File: src/rtl/ram_byte_loader.sv
`default_nettype none
// ============================================================================
// Module   : ram_byte_loader
// Purpose  : Packs a byte stream into little-endian words and writes them to
//            consecutive RAM addresses; passes the CPU RAM port through when idle.
// Revision : 1.0 - initial release
// ============================================================================
module ram_byte_loader #(
   parameter  int WIDTH = 32,
   parameter  int DEPTH = 1400,
   localparam int CW    = $clog2(DEPTH + 1)
) (
   input  logic             clk,
   input  logic             rst,
   input  logic             start,
   input  logic [WIDTH-1:0] base_addr,
   input  logic [CW-1:0]    word_count,
   input  logic             in_valid,
   input  logic [7:0]       in_data,
   output logic             in_ready,
   output logic             busy,
   output logic             done,
   input  logic [WIDTH-1:0] cpu_address,
   input  logic [WIDTH-1:0] cpu_wdata,
   input  logic             cpu_enw,
   output logic [WIDTH-1:0] ram_address,
   output logic [WIDTH-1:0] ram_wdata,
   output logic             ram_enw
);

   localparam logic [CW-1:0] CW_ONE = CW'(1);

   typedef enum logic [1:0] {
      S_IDLE  = 2'd0,
      S_FILL  = 2'd1,
      S_WRITE = 2'd2,
      S_DONE  = 2'd3
   } state_t;

   state_t           state_q, state_d;
   logic [WIDTH-1:0] base_q, base_d;
   logic [WIDTH-1:0] word_q, word_d;
   logic [CW-1:0]    count_q, count_d;
   logic [CW-1:0]    word_idx_q, word_idx_d;
   logic [1:0]       byte_cnt_q, byte_cnt_d;
   logic [WIDTH-1:0] loader_addr;

   always_comb begin
      state_d    = state_q;
      base_d     = base_q;
      word_d     = word_q;
      count_d    = count_q;
      word_idx_d = word_idx_q;
      byte_cnt_d = byte_cnt_q;
      case (state_q)
         S_IDLE: begin
            if (start) begin
               base_d     = base_addr;
               count_d    = word_count;
               word_idx_d = '0;
               byte_cnt_d = '0;
               state_d    = (word_count == '0) ? S_DONE : S_FILL;
            end
         end
         S_FILL: begin
            if (in_valid) begin
               word_d[{byte_cnt_q, 3'b000} +: 8] = in_data;
               byte_cnt_d = byte_cnt_q + 2'd1;
               if (byte_cnt_q == 2'd3) begin
                  state_d = S_WRITE;
               end
            end
         end
         S_WRITE: begin
            // count is non-zero here, so count-1 cannot underflow
            if (word_idx_q == count_q - CW_ONE) begin
               state_d = S_DONE;
            end else begin
               word_idx_d = word_idx_q + CW_ONE;
               state_d    = S_FILL;
            end
         end
         S_DONE:  state_d = S_IDLE;
         default: state_d = S_IDLE;
      endcase
   end

   always_ff @(posedge clk) begin
      if (rst) begin
         state_q    <= S_IDLE;
         base_q     <= '0;
         word_q     <= '0;
         count_q    <= '0;
         word_idx_q <= '0;
         byte_cnt_q <= '0;
      end else begin
         state_q    <= state_d;
         base_q     <= base_d;
         word_q     <= word_d;
         count_q    <= count_d;
         word_idx_q <= word_idx_d;
         byte_cnt_q <= byte_cnt_d;
      end
   end

   assign in_ready    = (state_q == S_FILL);
   assign busy        = (state_q == S_FILL) || (state_q == S_WRITE);
   assign done        = (state_q == S_DONE);
   assign loader_addr = base_q + WIDTH'(word_idx_q);

   // CPU traffic is dropped, not stalled, while the loader owns the RAM port
   assign ram_address = busy ? loader_addr : cpu_address;
   assign ram_wdata   = busy ? word_q : cpu_wdata;
   assign ram_enw     = busy ? (state_q == S_WRITE) : cpu_enw;

endmodule
`default_nettype wire
File: config.mk
export PLATFORM = sky130hd
export DESIGN_NAME = ram_byte_loader
export DESIGN_NICKNAME = d
export VERILOG_FILES = /design/src/rtl/ram_byte_loader.sv
export SDC_FILE = /design/constraint.sdc
export NUM_CORES = 1
export LEC_CHECK = 0
export ABC_AREA = 1
export ABC_CLOCK_PERIOD_IN_PS = 3700
export CAP_MARGIN = 20
export CORE_AREA = 10 10 126 128
export CTS_BUF_LIST = sky130_fd_sc_hd__clkbuf_16
export CTS_CLUSTER_DIAMETER = 60
export DETAILED_ROUTE_END_ITERATION = 10
export DIE_AREA = 0 0 136 138
export PLACE_DENSITY = 0.77
export RECOVER_POWER = 25
export SLEW_MARGIN = 30
export SYNTH_ARGS = -nofsm -noshare
export SYNTH_HDL_FRONTEND = slang
export SYNTH_SLANG_ARGS = --single-unit
File: constraint.sdc
create_clock -name clk -period 3.7 [get_ports clk]
set_input_delay 1.11 -clock clk [delete_from_list [all_inputs] [get_ports clk]]
set_output_delay 1.11 -clock clk [all_outputs]
set_load 0.02 [all_outputs]
---- After elaboration in Yosys (flattened, before gate mapping) ----
Index checks and enable logic that the tools add are counted.
W data, S select, Z words.
cells by class
  equal/unequal tests ..................... 9
  add/subtract/negate cells ............... 5
  reduce and logical (&&, ||, !) cells .... 10
  multiplexer cells ....................... 16
  shifts and indexed selects .............. 2
operators by type and width
  operator                  count
  $mux W32                  2
  $add A32 B11 Y32          1
  $bwmux W32                1
  $shift A8 B7 Y32 const A  1
  $shiftx A8 B7 Y32         1
  $mux W11                  2
  $pmux W11 S2              1
  $mux W2                   7
  $add A11 B1 Y11 const B   1
  $eq A11 B11 Y1            1
  $logic_not A11 Y1         1
  $sub A11 B1 Y11 const B   1
  $reduce_and A3 Y1         3
  $pmux W2 S4               1
  $neg A5 Y7                1
  $eq A2 B2 Y1 const B      3
  $ne A2 B2 Y1 const B      3
  $pmux W2 S2               1
  $reduce_and A2 Y1         2
  $reduce_bool A2 Y1        2
  $add A2 B1 Y2 const B     1
  $eq A2 B1 Y1 const B      1
  $logic_not A2 Y1          1
  $ne A2 B1 Y1 const B      1
  2 further kinds           2
word-level totals
  output and inout port bits .............. 68
  register bits ........................... 90
  input port bits ......................... 120
  logic and storage cells ................. 48

---- Depth between registers and ports, before layout ----
Gate-level depths: netlist (run 1).
  depth after elaboration ................. 4
  mapped depth ............................ 16

---- Worst setup path before layout (run 1) ----
Ideal clock, no wire load.
  path type ............................... register to output
  from .................................... register word_idx_q[0]
  to ...................................... output port ram_address[22]
  stages on the path, launching flop included .. 12
  data required time ...................... 2.590 ns
  buffers on the path ..................... 0
  slack ................................... 0.234 ns
  arrival ................................. 2.356 ns
  cell sequence ........................... dfxtp_1 -> ha_1 -> inv_1 -> fa_1 -> inv_1 -> nand2_1 -> nor3_1 -> nor2_1 -> o21ai_0 -> nand2_1 -> xor2_1 -> o21ai_0
on the way
  word-level cells in the longest chain between the ends .. 2
ends and longest elaborated chain
  element                 line  source
  from (decl)             44    logic [CW-1:0] word_idx_q, word_idx_d;
  from (signal assigned)  101   word_idx_q <= word_idx_d;
  $add A32 B11 Y32        109   assign loader_addr = base_q + WIDTH'(word_idx_q);
  $mux W32                112   assign ram_address = busy ? loader_addr : cpu_address;
  to (decl)               26    output logic [WIDTH-1:0] ram_address,
No other way between the ends.

---- Final worst setup path (run 1) ----
  from .................................... register word_idx_q[9]
  to ...................................... output port ram_address[16]
Same word-level chain as after synthesis.

==> reports/summary.txt, run 1 <==
====================================================================================================
Cell at the root of the clock tree .................................................... sky130_fd_sc_hd__clkbuf_16
DRC violations left ...................................................................            0
Largest area contributor in the synthesized netlist ................................... sky130_fd_sc_hd__dfxtp_1
Antenna violations before repair ......................................................            0
Total nets after synthesis ............................................................         1067
R2r startpoint ........................................................................ byte_cnt_q[0]
Clock-pin slew reported for the worst setup and hold paths after clock tree synthesis .        70 ps
Vias in the first global route ........................................................         6409
Fraction of the core area covered by cells at the end of the flow .....................        0.632
Instance area after placement ......................................................... 0.00808 sq mm
Critical path fanouts, max ............................................................            8
Final weighted congestion in routability-driven placement .............................        0.910
Endpoint of the worst hold path .......................................................    word_q[5]
Net switching share of the total power ................................................        0.461
Post-DP HPWL ..........................................................................      15.4 mm
Type of element launching the critical path ...........................................     register
Total wire length .....................................................................      20.7 mm
Iteration count of the initial detailed-routing pass ..................................            5
Peak supply drop ......................................................................     0.348 mV
Worst clock skew ......................................................................      6.99 ps
Largest net degree at the start of global routing .....................................          107
Unrepaired setup endpoints after global routing .......................................         true
Hold Crit Depth .......................................................................            2
GRT Overall Usage .....................................................................        0.207
Clock latency on the worst-skew pair ..................................................       350 ps
Syn. warnings .........................................................................            0
Minimum clock period ..................................................................      3640 ps
Number of hold violations in the final report .........................................            0
Achievable frequency ..................................................................      275 MHz
Count of antenna diodes in the layout .................................................            0
Cell count after synthesis ............................................................          923
Switching power .......................................................................      2590 uW
Post-synthesis register bit count .....................................................           90
Site Rows .............................................................................           43
DP Worst Slack ........................................................................     -63.5 ps
Mapped Avg Cell Area ..................................................................   6.39 sq um
Clock tree buffer depth ...............................................................            2
Die outline area ...................................................................... 0.0188 sq mm
Fin. max-slew vios ....................................................................            0
Signed area change from the synthesized netlist to the final layout ...................        44.6%
Port Buf Inserts ......................................................................          187
Crit end category .....................................................................   output pin
Number of sinks driven by the clock tree ..............................................           90
Top Ports .............................................................................          188
Final number of setup-violating endpoints .............................................            0
Final total negative setup slack ......................................................         0 ps
Post-placement cell count .............................................................         1277
Power density over the cells ..........................................................  658 mW/mm^2
Total vias in the final route .........................................................         6842
Filler-free cell count of the finished design .........................................         1297
CTS HTree Levels ......................................................................            3
CTS tree ..............................................................................          yes
Leakage power total ...................................................................   0.00345 uW
Number of nets in the layout ..........................................................         1256
Clock share of power ..................................................................        0.183
Minimum setup slack in the final design ...............................................      63.2 ps
Classification of the worst setup path ................................................      reg2out
Internal portion of total power .......................................................      3020 uW
Endpoint of the worst register-to-register path .......................................   word_q[30]
Wire length of the first global-routing pass ..........................................      32.2 mm
Worst-Margin Slew .....................................................................      1210 ps
Top area cells in the synthesized netlist ............................................. sky130_fd_sc_hd__dfxtp_1, sky130_fd_sc_hd__nand2_1, sky130_fd_sc_hd__o21ai_0
Vertical extent of the die ............................................................       138 um
Number of design-rule violations left by the first detailed-router iteration ..........          578
Sequential share of the synthesized area ..............................................        0.305
Proportion of netlist area held by the largest area contributor .......................        0.305
Antenna viol nets, final ..............................................................            0
Average vias per placed instance ......................................................         5.28
Status ................................................................................ complete, no violations
Starting Density ......................................................................        0.437
Count of cell types in the netlist ....................................................           37
Mapped Area ........................................................................... 0.00590 sq mm
Min-delay worst type ..................................................................      reg2reg
Fraction of power consumed by sequential logic ........................................        0.230
Period utilization ....................................................................        0.983
Slack of the worst reg-to-reg path ....................................................       440 ps
Final standard cell area without fillers .............................................. 0.00853 sq mm
Rel. slew slack .......................................................................        0.193
R2R depth .............................................................................            7
Cts bufs inserted .....................................................................            9
DIE WIDTH .............................................................................       136 um
Sum of overflow across all layers after global routing ................................            0
Proportion of layout cells with a drive suffix above 1 ................................       0.0931
Arrival time of data at the critical path endpoint ....................................      2530 ps
Min-Delay Startpoint ..................................................................    word_q[5]
# hold bufs at CTS ....................................................................            0
Max-cap viol count ....................................................................            0
Comb pwr share ........................................................................        0.587
Required time of the worst setup path .................................................      2590 ps
Placeable core region ................................................................. 0.0135 sq mm
Wire length per cell after detailed routing ...........................................      15.9 um
====================================================================================================
cells by family (layout without fill, tap and decap cells):
logic type | Yosys count | after routing | synth area share
compound gates | 231 | 231 | 0.221
flops | 90 | 90 | 0.305
buf+inv | 141 | 335 | 0.0919
simple gates | 411 | 411 | 0.291
xor+xnor | 26 | 26 | 0.0386
fa+ha+maj | 24 | 24 | 0.0522
metrics by stage:
stage | total power [uW] | hold slack [ps]
detailed placement | 4610 | 455
floorplan | 3220 | 425
finish | 5610 | 461
global placement | 4570 | 451
global route | 6000 | 480
CTS | 5540 | 466
cell usage after synthesis:
cell type,n
sky130_fd_sc_hd__nand4_1,9
sky130_fd_sc_hd__clkbuf_2,1
sky130_fd_sc_hd__buf_4,1
sky130_fd_sc_hd__clkinv_1,2
sky130_fd_sc_hd__nand2_1,207
sky130_fd_sc_hd__nor2_2,1
sky130_fd_sc_hd__and3_1,1
sky130_fd_sc_hd__nor2_1,112
sky130_fd_sc_hd__xnor2_1,11
sky130_fd_sc_hd__o21ai_1,4
sky130_fd_sc_hd__o21bai_1,2
sky130_fd_sc_hd__o21a_1,1
sky130_fd_sc_hd__buf_6,1
sky130_fd_sc_hd__a2bb2oi_1,1
sky130_fd_sc_hd__nand3_1,50
sky130_fd_sc_hd__fa_1,1
sky130_fd_sc_hd__nand2_4,1
sky130_fd_sc_hd__nor2_4,2
sky130_fd_sc_hd__clkbuf_1,38
sky130_fd_sc_hd__xor2_1,15
sky130_fd_sc_hd__inv_2,1
sky130_fd_sc_hd__a21oi_2,1
sky130_fd_sc_hd__dfxtp_1,90
sky130_fd_sc_hd__nand2_2,2
sky130_fd_sc_hd__o211ai_1,2
sky130_fd_sc_hd__o21ai_0,105
sky130_fd_sc_hd__or2_2,5
sky130_fd_sc_hd__nor3_1,10
sky130_fd_sc_hd__a21oi_1,46
sky130_fd_sc_hd__nor3b_1,2
sky130_fd_sc_hd__a31oi_1,36
sky130_fd_sc_hd__nor4_1,8
sky130_fd_sc_hd__a211oi_1,33
sky130_fd_sc_hd__ha_1,23
sky130_fd_sc_hd__inv_1,93
sky130_fd_sc_hd__or2_0,1
sky130_fd_sc_hd__buf_1,4
timing repair:
item                                    CTS  global route
gates cloned                              0             1
endpoints found under the setup margin   25            26
pin swaps                                 2             3
setup buffers                             2             1
gates resized for setup                  56            54
critical path, cell delays in order (launching register included):
cell and delay [ps]:
sky130_fd_sc_hd__dfxtp_1 340, sky130_fd_sc_hd__ha_1 350, sky130_fd_sc_hd__a21oi_1 240, sky130_fd_sc_hd__o21a_1 150
sky130_fd_sc_hd__nand2_1 60, sky130_fd_sc_hd__a21oi_2 170, sky130_fd_sc_hd__nor2_2 60, sky130_fd_sc_hd__buf_4 160
sky130_fd_sc_hd__or2_2 270, sky130_fd_sc_hd__nand3_1 70, sky130_fd_sc_hd__nand2_1 50, sky130_fd_sc_hd__clkdlybuf4s15_2 250
area by class of cell:
type / count / area, sq um
Clock buffer: 9 / 225
Inverter: 96 / 360
Multi-Input combinational cell: 692 / 3690
Fill cell: 1271 / 4970
Sequential cell: 90 / 1810
Timing Repair Buffer: 223 / 2120
Clock inverter: 7 / 98.8
Tap cell: 180 / 225
registers in the layout, summed over array words and instances (netlist names):
| register | cells |
|---|---|
| base_q | 32 |
| byte_cnt_q | 2 |
| count_q | 11 |
| state_q | 2 |
| word_idx_q | 11 |
| word_q | 32 |
power groups by stage:
stage	clock network (uW)	logic, uW	registers (uW)
final	1030	3290	1290
after floorplan	0	1950	1270
after CTS	1030	3230	1280
after detailed placement	0	3310	1300
after global routing	1070	3620	1310
after global placement	0	3280	1290
cells in the final DEF, fill, tap and decap left out, types with 3 or more instances in the layout:
cell,n
sky130_fd_sc_hd__inv_6,3
sky130_fd_sc_hd__dlymetal6s2s_1,5
sky130_fd_sc_hd__a21oi_2,5
sky130_fd_sc_hd__clkbuf_16,10
sky130_fd_sc_hd__o21ai_1,7
sky130_fd_sc_hd__nand2_1,204
sky130_fd_sc_hd__nor2_2,4
sky130_fd_sc_hd__a21oi_1,42
sky130_fd_sc_hd__o21ai_2,3
sky130_fd_sc_hd__ha_1,17
sky130_fd_sc_hd__nand4_1,9
sky130_fd_sc_hd__nor3_1,8
sky130_fd_sc_hd__or2_2,5
sky130_fd_sc_hd__nand2_2,5
sky130_fd_sc_hd__ha_4,5
sky130_fd_sc_hd__buf_2,5
sky130_fd_sc_hd__clkdlybuf4s15_2,3
sky130_fd_sc_hd__dfxtp_2,3
sky130_fd_sc_hd__nand3_1,49
sky130_fd_sc_hd__nor4_1,7
sky130_fd_sc_hd__clkbuf_2,4
sky130_fd_sc_hd__o21ai_0,99
sky130_fd_sc_hd__dfxtp_1,87
sky130_fd_sc_hd__clkdlybuf4s50_1,157
sky130_fd_sc_hd__nor2_1,109
sky130_fd_sc_hd__xnor2_1,11
sky130_fd_sc_hd__buf_4,33
sky130_fd_sc_hd__xor2_1,15
sky130_fd_sc_hd__a211oi_1,33
sky130_fd_sc_hd__dlygate4sd2_1,8
sky130_fd_sc_hd__inv_2,3
sky130_fd_sc_hd__a31oi_1,36
sky130_fd_sc_hd__inv_1,92
sky130_fd_sc_hd__clkbuf_1,3
how the worst max path moves through the flow:
stage,end,cells past startpoint,from
floorplan,ram_address[22],11,word_idx_q[0]
global placement,ram_address[30],14,base_q[0]
detailed placement,ram_address[18],13,base_q[0]
CTS,ram_address[28],14,base_q[0]
global route,ram_address[22],13,base_q[0]
finish,ram_address[16],11,word_idx_q[9]
routing by layer:
layer  GRT usage  wire [um]  vias to the layer above
li1            -          -                     3454
met4      0.0667        308                        0
met3      0.0536       1490                       25
met5           0          0                        -
met2       0.335       9810                      221
met1       0.260       9040                     3142
Power figures use the tool's default switching activity.
==> run 2, diff against run 1 <==
--- a/config.mk
+++ b/config.mk
@@ -8,12 +8,12 @@
 export ABC_AREA = 1
 export ABC_CLOCK_PERIOD_IN_PS = 3700
 export CAP_MARGIN = 20
-export CORE_AREA = 10 10 126 128
+export CORE_AREA = 10 10 124 126
 export CTS_BUF_LIST = sky130_fd_sc_hd__clkbuf_16
 export CTS_CLUSTER_DIAMETER = 60
 export DETAILED_ROUTE_END_ITERATION = 10
-export DIE_AREA = 0 0 136 138
-export PLACE_DENSITY = 0.77
+export DIE_AREA = 0 0 134 136
+export PLACE_DENSITY = 0.79
 export RECOVER_POWER = 25
 export SLEW_MARGIN = 30
 export SYNTH_ARGS = -nofsm -noshare
==> run 2 against run 1 <==
Compared with the run above: clock skew is 1.4 ps lower; first-iteration DRC count is 11% lower; core utilization is 0.85 points higher; sequential share of layout area is 0.52 points higher; die area is 2.9% lower; global-route usage is 1.0 points higher; cell area is 2.6% lower; register-to-register slack better by 50 ps; sequential power hardly changed.
==> reports/summary.txt, run 2 (synthesis results as in run 1) <==
====================================================================================================
CTS tree ..............................................................................          yes   unchanged
Power density over the cells ..........................................................  640 mW/mm^2   was 658 mW/mm^2
Type of element launching the critical path ...........................................     register   unchanged
Clock latency on the worst-skew pair ..................................................       350 ps   about the same
Most common cell after layout, fill and taps aside .................................... sky130_fd_sc_hd__nand2_1   unchanged
Sum of overflow across all layers after global routing ................................            0   unchanged
Period utilization ....................................................................        0.972   was 0.983
Number of nets in the layout ..........................................................         1254   was 1256
Biggest regs .......................................................................... base_q (32), word_q (32)   unchanged
Total wire length .....................................................................      20.2 mm   was 20.7 mm
Vias in the first global route ........................................................         6459   was 6409
Port Buf Inserts ......................................................................          187   unchanged
Iteration count of the initial detailed-routing pass ..................................            5   unchanged
Rel. slew slack .......................................................................        0.146   was 0.193
Signed area change from the synthesized netlist to the final layout ...................        40.9%   was 44.6%
CTS HTree Levels ......................................................................            3   unchanged
Worst clock skew ......................................................................      5.60 ps   was 6.99 ps
Antenna violations before repair ......................................................            0   unchanged
DRC violations left ...................................................................            0   unchanged
Antenna viol nets, final ..............................................................            0   unchanged
Leading cell types in the layout, fill and taps excluded .............................. sky130_fd_sc_hd__nand2_1, sky130_fd_sc_hd__clkdlybuf4s50_1, sky130_fd_sc_hd__nor2_1   unchanged
Cell at the root of the clock tree .................................................... sky130_fd_sc_hd__clkbuf_16   unchanged
Count of antenna diodes in the layout .................................................            0   unchanged
Average vias per placed instance ......................................................         5.26   was 5.28
Min-delay worst type ..................................................................      reg2reg   unchanged
Clock tree buffer depth ...............................................................            2   unchanged
Total vias in the final route .........................................................         6782   was 6842
Top Ports .............................................................................          188   unchanged
Proportion of layout cells with a drive suffix above 1 ................................       0.0844   was 0.0931
Cts bufs inserted .....................................................................            9   unchanged
Crit end category .....................................................................   output pin   unchanged
Site Rows .............................................................................           42   was 43
Max-cap viol count ....................................................................            0   unchanged
Wire length per cell after detailed routing ...........................................      15.7 um   was 15.9 um
Placeable core region ................................................................. 0.0130 sq mm   was 0.0135 sq mm
DP Worst Slack ........................................................................     -87.9 ps   was -63.5 ps
Largest net degree at the start of global routing .....................................           85   was 107
Minimum setup slack in the final design ...............................................       102 ps   was 63.2 ps
Number of sinks driven by the clock tree ..............................................           90   unchanged
Vertical extent of the die ............................................................       136 um   was 138 um
Final number of setup-violating endpoints .............................................            0   unchanged
Wire length of the first global-routing pass ..........................................      32.6 mm   was 32.2 mm
Clock-pin slew reported for the worst setup and hold paths after clock tree synthesis .        60 ps   was 70 ps
Critical path fanouts, max ............................................................           84   was 8
Peak supply drop ......................................................................     0.484 mV   was 0.348 mV
Number of design-rule violations left by the first detailed-router iteration ..........          514   was 578
Minimum clock period ..................................................................      3600 ps   was 3640 ps
Worst-Margin Slew .....................................................................      1280 ps   was 1210 ps
# hold bufs at CTS ....................................................................            0   unchanged
Number of hold violations in the final report .........................................            0   unchanged
Arrival time of data at the critical path endpoint ....................................      2490 ps   was 2530 ps
Status ................................................................................ complete, no violations   unchanged
Required time of the worst setup path .................................................      2590 ps   about the same
Leakage power total ...................................................................   0.00337 uW   was 0.00345 uW
Fraction of the core area covered by cells at the end of the flow .....................        0.640   was 0.632
Final weighted congestion in routability-driven placement .............................        0.948   was 0.910
Achievable frequency ..................................................................      278 MHz   was 275 MHz
Fill cell total of the finished layout ................................................         1207   was 1271
Die outline area ...................................................................... 0.0182 sq mm   was 0.0188 sq mm
GRT Overall Usage .....................................................................        0.217   was 0.207
Post-DP HPWL ..........................................................................      15.7 mm   was 15.4 mm
Fin. max-slew vios ....................................................................            0   unchanged
Classification of the worst setup path ................................................      reg2out   unchanged
Final total negative setup slack ......................................................         0 ps   unchanged
Starting Density ......................................................................        0.454   was 0.437
DIE WIDTH .............................................................................       134 um   was 136 um
====================================================================================================
-- run 2: cell types whose count changed in the layout (fill, tap and decap cells not counted), moves of 3 or more --
cell,before,now
sky130_fd_sc_hd__clkbuf_2,4,15
sky130_fd_sc_hd__ha_4,5,1
sky130_fd_sc_hd__ha_1,17,20
sky130_fd_sc_hd__dfxtp_1,87,90
sky130_fd_sc_hd__o21ai_1,7,10
sky130_fd_sc_hd__clkinvlp_4,0,3
sky130_fd_sc_hd__dfxtp_2,3,0
sky130_fd_sc_hd__inv_6,3,0
sky130_fd_sc_hd__dlygate4sd2_1,8,2
sky130_fd_sc_hd__clkdlybuf4s15_2,3,0
-- run 2: report_power, final --
group          switching (uW)  leakage (uW)  total [uW]  internal [uW]
logic                    1980       0.00252        3190           1210
clock network             399      0.000118         845            446
registers                 147      0.000736        1280           1140
-- run 2: cell type report --
class | instances | area [sq um] | area share
Inverter | 96 | 360 | 0.0434
Sequential cell | 90 | 1800 | 0.217
Clock buffer | 9 | 225 | 0.0271
Timing Repair Buffer | 221 | 2040 | 0.245
Tap cell | 176 | 220 | 0.0265
Clock inverter | 6 | 35.0 | 0.00422
Multi-Input combinational cell | 692 | 3630 | 0.437
-- run 2: stage by stage --
step | hold WS, ps | instance area, sq um | power, uW | cells
6_report | 454 | 8310 | 5320 | 1290
5_1_grt | 480 | 8310 | 5710 | 1290
4_1_cts | 461 | 8330 | 5380 | 1289
3_5_place_dp | 449 | 8060 | 4620 | 1273
3_3_place_gp | 450 | 8060 | 4590 | 1273
2_1_floorplan | 425 | 5900 | 3220 | 923
-- run 2: layer usage --
metal / track usage / part of all wire / vias to the layer above
met5: 0 / 0 / -
met4: 0.0762 / 0.020 / 0
met3: 0.0712 / 0.083 / 28
met2: 0.350 / 0.45 / 244
met1: 0.266 / 0.45 / 3064
li1: - / - / 3446
-- run 2: what timing repair did --
| action | 4_1_cts | 5_1_grt |
|---|---|---|
| setup endpoints to repair | 24 | 28 |
| buffers inserted | 1 | 1 |
| pin swaps | 2 | 2 |
| resized for setup | 49 | 70 |
-- run 2: critical path, cell delays in order (launching register included) --
cell and delay (ps):
sky130_fd_sc_hd__dfxtp_1 360, sky130_fd_sc_hd__inv_1 100, sky130_fd_sc_hd__ha_1 340, sky130_fd_sc_hd__inv_2 100
sky130_fd_sc_hd__buf_12 270, sky130_fd_sc_hd__nand2_1 110, sky130_fd_sc_hd__o21ai_0 140, sky130_fd_sc_hd__clkdlybuf4s50_1 680
-- run 2: worst paths after layout --
path	from	to	slack, ps	depth (start not counted)
worst max-delay path	state_q[0]	ram_address[3]	100	7
worst max register to register	byte_cnt_q[0]	word_q[30]	490	7
worst min-delay path	word_q[5]	word_q[5]	450	2
worst min register to register	word_q[5]	word_q[5]	450	2
==> run 3, diff against run 2 <==
--- a/config.mk
+++ b/config.mk
@@ -8,12 +8,12 @@
 export ABC_AREA = 1
 export ABC_CLOCK_PERIOD_IN_PS = 3700
 export CAP_MARGIN = 20
-export CORE_AREA = 10 10 124 126
+export CORE_AREA = 10 10 126 128
 export CTS_BUF_LIST = sky130_fd_sc_hd__clkbuf_16
 export CTS_CLUSTER_DIAMETER = 60
 export DETAILED_ROUTE_END_ITERATION = 10
-export DIE_AREA = 0 0 134 136
-export PLACE_DENSITY = 0.79
+export DIE_AREA = 0 0 136 138
+export PLACE_DENSITY = 0.77
 export RECOVER_POWER = 25
 export SLEW_MARGIN = 30
 export SYNTH_ARGS = -nofsm -noshare
==> results of run 3 <==
The final DEF is identical to that of run 1; final timing and power are the same.
